$ cat config.mk
export PLATFORM = sky130hd
export DESIGN_NAME = wb_mem_arbiter
export DESIGN_NICKNAME = d
export VERILOG_FILES = /design/src/rtl/wb_mem_arbiter.sv
export SDC_FILE = /design/constraint.sdc
export NUM_CORES = 1
export LEC_CHECK = 0
export ABC_CLOCK_PERIOD_IN_PS = 2700
export BUFFER_PORTS_ARGS = -buffer_cell sky130_fd_sc_hd__buf_2
export CORE_AREA = 2 2 110 112
export DETAILED_ROUTE_END_ITERATION = 7
export DIE_AREA = 0 0 112 114
export PLACE_DENSITY = 0.54
export SLEW_MARGIN = 20
export SYNTH_ARGS = -nofsm -noshare
export SYNTH_HDL_FRONTEND = slang
export SYNTH_SLANG_ARGS = --single-unit
export TNS_END_PERCENT = 5
$ cat constraint.sdc
create_clock -name clk -period 2.7 [get_ports clk]
set_input_delay 0.405 -clock clk [delete_from_list [all_inputs] [get_ports clk]]
set_output_delay 0.405 -clock clk [all_outputs]
set_load 0.02 [all_outputs]
$ cat src/rtl/wb_mem_arbiter.sv
// Two-master Wishbone classic arbiter (ibus read-only, dbus read/write) onto one slave port.
// Define ARB_ROUND_ROBIN_EN for round-robin tie-breaking; default is fixed dbus priority.
module wb_mem_arbiter #(
   parameter int unsigned TIMEOUT_CYCLES = 256
) (
   input  logic        clk,
   input  logic        rst,
   input  logic [31:0] iwb_adr_i,
   input  logic        iwb_cyc_i,
   input  logic        iwb_stb_i,
   output logic [31:0] iwb_dat_o,
   output logic        iwb_ack_o,
   output logic        iwb_err_o,
   input  logic [31:0] dwb_adr_i,
   input  logic [31:0] dwb_dat_i,
   input  logic        dwb_we_i,
   input  logic [3:0]  dwb_sel_i,
   input  logic        dwb_cyc_i,
   input  logic        dwb_stb_i,
   output logic [31:0] dwb_dat_o,
   output logic        dwb_ack_o,
   output logic        dwb_err_o,
   output logic [31:0] swb_adr_o,
   output logic [31:0] swb_dat_o,
   output logic        swb_we_o,
   output logic [3:0]  swb_sel_o,
   output logic        swb_cyc_o,
   output logic        swb_stb_o,
   input  logic [31:0] swb_dat_i,
   input  logic        swb_ack_i,
   input  logic        swb_err_i,
   output logic [1:0]  grant_o
);

   localparam int unsigned CntW = (TIMEOUT_CYCLES == 0) ? 1 : $clog2(TIMEOUT_CYCLES + 1);

   typedef enum logic [1:0] {StIdle, StGntI, StGntD} state_e;

   state_e          state_q;
   logic [1:0]      grant_q;
   logic [CntW-1:0] wdog_q;

   logic i_req, d_req, pick_d, abort, wdog_hit, wdog_fire, slv_done;

   assign i_req    = iwb_cyc_i & iwb_stb_i;
   assign d_req    = dwb_cyc_i & dwb_stb_i;
   assign slv_done = swb_ack_i | swb_err_i;
   assign abort    = ((state_q == StGntI) & ~iwb_cyc_i) | ((state_q == StGntD) & ~dwb_cyc_i);
   assign wdog_hit = (TIMEOUT_CYCLES != 0) && (state_q != StIdle)
                     && (wdog_q == CntW'(TIMEOUT_CYCLES));
   // A late ack on the expiry cycle still completes the transfer cleanly.
   assign wdog_fire = wdog_hit & ~swb_ack_i;
   assign grant_o   = grant_q;

`ifdef ARB_ROUND_ROBIN_EN
   logic last_d_q;
   assign pick_d = ~last_d_q;
`else
   assign pick_d = 1'b1;
`endif

   always_ff @(posedge clk) begin
      if (rst) begin
         state_q  <= StIdle;
         grant_q  <= 2'b00;
         wdog_q   <= '0;
`ifdef ARB_ROUND_ROBIN_EN
         last_d_q <= 1'b0;
`endif
      end else begin
         unique case (state_q)
            StIdle: begin
               wdog_q <= '0;
               if (d_req && (!i_req || pick_d)) begin
                  state_q  <= StGntD;
                  grant_q  <= 2'b10;
`ifdef ARB_ROUND_ROBIN_EN
                  last_d_q <= 1'b1;
`endif
               end else if (i_req) begin
                  state_q  <= StGntI;
                  grant_q  <= 2'b01;
`ifdef ARB_ROUND_ROBIN_EN
                  last_d_q <= 1'b0;
`endif
               end
            end
            StGntI, StGntD: begin
               if (slv_done || wdog_hit || abort) begin
                  state_q <= StIdle;
                  grant_q <= 2'b00;
               end else if (wdog_q != {CntW{1'b1}}) begin
                  wdog_q <= wdog_q + CntW'(1);
               end
            end
            default: begin
               state_q <= StIdle;
               grant_q <= 2'b00;
            end
         endcase
      end
   end

   always_comb begin
      swb_adr_o = '0;
      swb_dat_o = '0;
      swb_we_o  = 1'b0;
      swb_sel_o = 4'h0;
      swb_cyc_o = 1'b0;
      swb_stb_o = 1'b0;
      iwb_dat_o = '0;
      iwb_ack_o = 1'b0;
      iwb_err_o = 1'b0;
      dwb_dat_o = '0;
      dwb_ack_o = 1'b0;
      dwb_err_o = 1'b0;
      // Responses are suppressed while reset is held so an in-flight ack never leaks out.
      unique case (state_q)
         StGntI: begin
            swb_adr_o = iwb_adr_i;
            swb_sel_o = 4'hF;
            swb_cyc_o = ~wdog_hit;
            swb_stb_o = ~wdog_hit;
            iwb_dat_o = swb_dat_i;
            iwb_ack_o = swb_ack_i & iwb_cyc_i & ~rst;
            iwb_err_o = (swb_err_i | wdog_fire) & iwb_cyc_i & ~rst;
         end
         StGntD: begin
            swb_adr_o = dwb_adr_i;
            swb_dat_o = dwb_dat_i;
            swb_we_o  = dwb_we_i;
            swb_sel_o = dwb_sel_i;
            swb_cyc_o = dwb_cyc_i & ~wdog_hit;
            swb_stb_o = dwb_stb_i & ~wdog_hit;
            dwb_dat_o = swb_dat_i;
            dwb_ack_o = swb_ack_i & dwb_cyc_i & ~rst;
            dwb_err_o = (swb_err_i | wdog_fire) & dwb_cyc_i & ~rst;
         end
         default: ;
      endcase
   end

endmodule

**Word-level counts from Yosys, hierarchy flattened**

Cells that the tools add are included.
Widths: inputs -> output; s select.

- Flip-flop bits (word level): 11
- Input port bits: 141
- Output and inout bits: 141
- Word-level logic and storage cells: 62

- Add/sub/neg operators: 1
- Equality and inequality tests: 8
- Muxes and demuxes: 19
- Bitwise logic cells: 23
- Reductions and logical operators: 9

Operators with widths:

| cell | number |
|---|---|
| $mux 32 | 3 |
| $pmux 32 s2 | 1 |
| $mux 9 | 2 |
| $pmux 9 s2 | 1 |
| $and 1x1->1 | 15 |
| $add 9x1->9 const B | 1 |
| $eq 9x9->1 const B | 1 |
| $ne 9x9->1 const B | 1 |
| $pmux 4 s2 | 1 |
| $mux 2 | 3 |
| $ne 2x2->1 const B | 3 |
| $mux 1 | 5 |
| $not 1->1 | 5 |
| $pmux 1 s2 | 2 |
| $pmux 2 s2 | 1 |
| $reduce_bool 2->1 | 2 |
| $ne 3x3->1 const B | 1 |
| $or 1x1->1 | 3 |
| $reduce_and 3->1 | 1 |
| $eq 2x1->1 const B | 1 |
| $eq 2x2->1 const B | 1 |
| $logic_not 2->1 | 1 |
| $logic_or 1x1->1 | 2 |
| $reduce_and 2->1 | 1 |
| 2 further kinds | 2 |

**Depth between registers and ports, before layout**

- Depth after elaboration: 7
- Depth in mapped cells: 8
- Depth with buffers taken out: 8

**Worst setup path after synthesis**

No wires, ideal clock.

- Path kind: reg-to-output
- From: register grant_o[0] (netlist name)
- To: output port swb_adr_o[0]
- Arrival time: 1.790 ns
- Required time: 2.295 ns
- Path slack: 0.505 ns
- Cell stages (with the launch flop): 7
- Path buffers: 2
- Path through: dfxtp_1 -> inv_1 -> ha_1 -> inv_1 -> clkbuf_1 -> clkbuf_1 -> nor2_1

RTL lines:

| element | RTL line | text |
|---|---|---|
| end: declaration | 23 | `output logic [31:0] swb_adr_o,` |

**Worst setup path after layout**

- From: register wdog_q[0]
- To: register wdog_q[3]

- Longest elaborated chain between the ends: 6
- Elaborated cells on any way between the ends: 12
- Those cells by class: 1 x add/sub; 4 x eq/ne; 3 x mux; 4 x reduce/logical

Ends and longest elaborated chain:

| element | RTL line | text |
|---|---|---|
| start: declaration | 41 | `logic [CntW-1:0] wdog_q;` |
| start signal: assignment | 93 | `wdog_q <= wdog_q + CntW'(1);` |
| parallel branches: the longest is 6 deep, another holds $add 9x1->9 | - |  |

Parallel ways; which one is timed is not known. The select of a mux whose other input is x is not followed.
A chain may end at the register's enable or synchronous reset.

==> reports/metrics.cfg <==
[timing]
rsz0062_at_grt = false
tightest_slew_ns = 0.3877
setup_viol_count_final = 0
drv_slew = 0
setup_tns_ns = 0
slew_headroom_pct = 73.95
finalClockSkew_ns = 0.0009481
min_period_ns = 2.351
fmax_mhz = 425.4
finalCritPeriodShare_pct = 87.06
hold_viol = 0

[placement]
place_area_sq_um = 3473
gp_congestion = 0.9156
dp_hpwl_um = 9919
place.port_buffers = 281

[drt]
num_vias = 3182
wire_per_inst_um = 16.57
dr.pass1.iters = 5
detail_route.vias_per_cell = 4.526
routed_wl_um = 11650
drc = 0
antenna_left = 0
drt_iter0_drc = 212

[synthesis]
netlist_area_sq_um = 1937
synth_nets = 440
ys_ff_latch = 11
synth_ff_type = dfxtp_1
synth.distinct_cells = 45
ys_async_sr_fraction_pct = 0
syn_inst = 292
synth_edf_count = 0
synth_warnings = 0
syn_avg_cell_area_sq_um = 6.633
seq_area_frac_synth_pct = 11.37

[finish]
final_core_util_pct = 30.35
fin_area_sq_um = 3555
mostFrequentLayoutCell = buf_2
area_growth_pct = 83.53
drive_gt1_share_pct = 53.87
final_cell_mix = 281 x buf_2, 97 x and2_1, 41 x nor2_1, 32 x a22oi_1, 11 x dfxtp_1
n_fill_cell = 1310
final_nets = 704

[clock_network]
clk_path_buf_depth = 2
clk-insertion-delay-late_ns = 0.24
numCtsBuffers = 3
tritoncts = done
cts_hold_buf = 0
cts_root_buf = clkbuf_16
h-tree-depth = 1
cts_setup_buffers = 0
clock_sinks = 11
cts_resized = 0
clk_pin_slew_ns = 0.04

[floorplan]
ios = 282
die_area_sq_um = 12770
fp.dieH_um = 114
core_sq_um = 11710
die_x_um = 112
rows = 40
initial_core_util_pct = 16.54

[global_routing]
grt_max_degree = 73
grt_pass1_wl_um = 16240
grt.total_usage_pct = 16.45
grt_pass1_vias = 2708
antenna_found_initial = 2
overflow = 0

[min_path]
hold_path_class = reg -> reg

[critical_path]
cp_max_fo = 6
crit_path_end_kind = flip-flop
worstSetupPathType = reg -> reg
cp.arrival_ns = 2.52
cp-start-kind = flip-flop
crit_required_ns = 2.87

[power]
power_mw = 1.005
ir_drop_mv = 0.2618
powerDensity_nw_per_um2 = 282.8
p_leak_nw = 2.035

[run]
drv_cap = 0

[run_status]
status = completed

-- sequential cells by signal, indices dropped and copies added (netlist names) --
signal / cells
wdog_q: 9
grant_o: 2
-- critical path: stages (launching register included) --
cell     delay, ns
dfxtp_1       0.36
ha_1          0.23
and3_1        0.19
and3_1        0.19
ha_1          0.20
nor4_2        0.31
nand3_1       0.16
or4_1         0.50
a21oi_1       0.15
-- power by group --
part	switching (mW)	total, mW	internal [mW]
Clock	0.0770	0.276	0.199
Sequential	0.00337	0.169	0.166
Combinational	0.342	0.560	0.218
-- through the flow --
| step | worst slack [ns] | hold WS, ns | std cells |
|---|---|---|---|
| after floorplan | 0.5050 | 0.4551 | 292 |
| after global placement | 0.4111 | 0.4773 | 698 |
| after detailed placement | 0.3807 | 0.4793 | 698 |
| final | 0.3494 | 0.4900 | 703 |
| after global routing | 0.2004 | 0.5274 | 702 |
| after CTS | 0.3648 | 0.4892 | 702 |
-- layer usage --
layer,track usage [%],share of wire [%]
met1,21.92,42
met2,24.24,43
met3,7.970,14
met4,3.333,0.91
met5,0,0
-- path summary, 6_finish.rpt --
| check | startpoint | to | slack, ns | depth (start not counted) |
|---|---|---|---|---|
| max | wdog_q[0]$_SDFFE_PP0P_ | wdog_q[3]$_SDFFE_PP0P_ | 0.35 | 8 |
| min reg2reg | wdog_q[4]$_SDFFE_PP0P_ | wdog_q[4]$_SDFFE_PP0P_ | 0.49 | 2 |
| min | wdog_q[4]$_SDFFE_PP0P_ | wdog_q[4]$_SDFFE_PP0P_ | 0.49 | 2 |
| max reg2reg | wdog_q[0]$_SDFFE_PP0P_ | wdog_q[3]$_SDFFE_PP0P_ | 0.35 | 8 |
-- kinds of logic after synthesis --
logic type | synth area share [%]
muxes | 1.098
DFF | 11.37
and+or+nand+nor | 52.39
adders and majority gates | 4.522
buffers and inverters | 7.622
AOI/OAI and AO/OA | 23.00
-- cell type report --
| cell class | instances | area (sq um) | area share, % |
|---|---|---|---|
| antenna | 1 | 2.502 | 0.07040 |
| clock buffer | 4 | 78.83 | 2.218 |
| sequential | 11 | 220.2 | 6.195 |
| tap | 147 | 183.9 | 5.174 |
| inverter | 9 | 33.78 | 0.9504 |
| multi-input combinational | 246 | 1574 | 44.28 |
| timing repair buffer | 285 | 1461 | 41.11 |
-- synthesized netlist by cell type (2+ instances only) --
cell | count | area share [%]
nor3_1 | 5 | 1.3
or4_1 | 3 | 1.2
a2bb2oi_1 | 2 | 0.90
nor2_1 | 41 | 7.9
and4_1 | 2 | 0.90
dfxtp_1 | 11 | 11
a22oi_1 | 32 | 12
inv_1 | 9 | 1.7
nand3_1 | 5 | 1.3
ha_1 | 7 | 4.5
a21oi_1 | 8 | 2.1
and3_1 | 3 | 0.97
a22o_1 | 2 | 0.90
o211ai_1 | 2 | 0.77
buf_4 | 2 | 0.77
and2_1 | 97 | 31
clkbuf_1 | 22 | 4.3
a31oi_1 | 3 | 0.97
nand2_1 | 10 | 1.9
No activity file was read; power rests on OpenSTA's default activity.
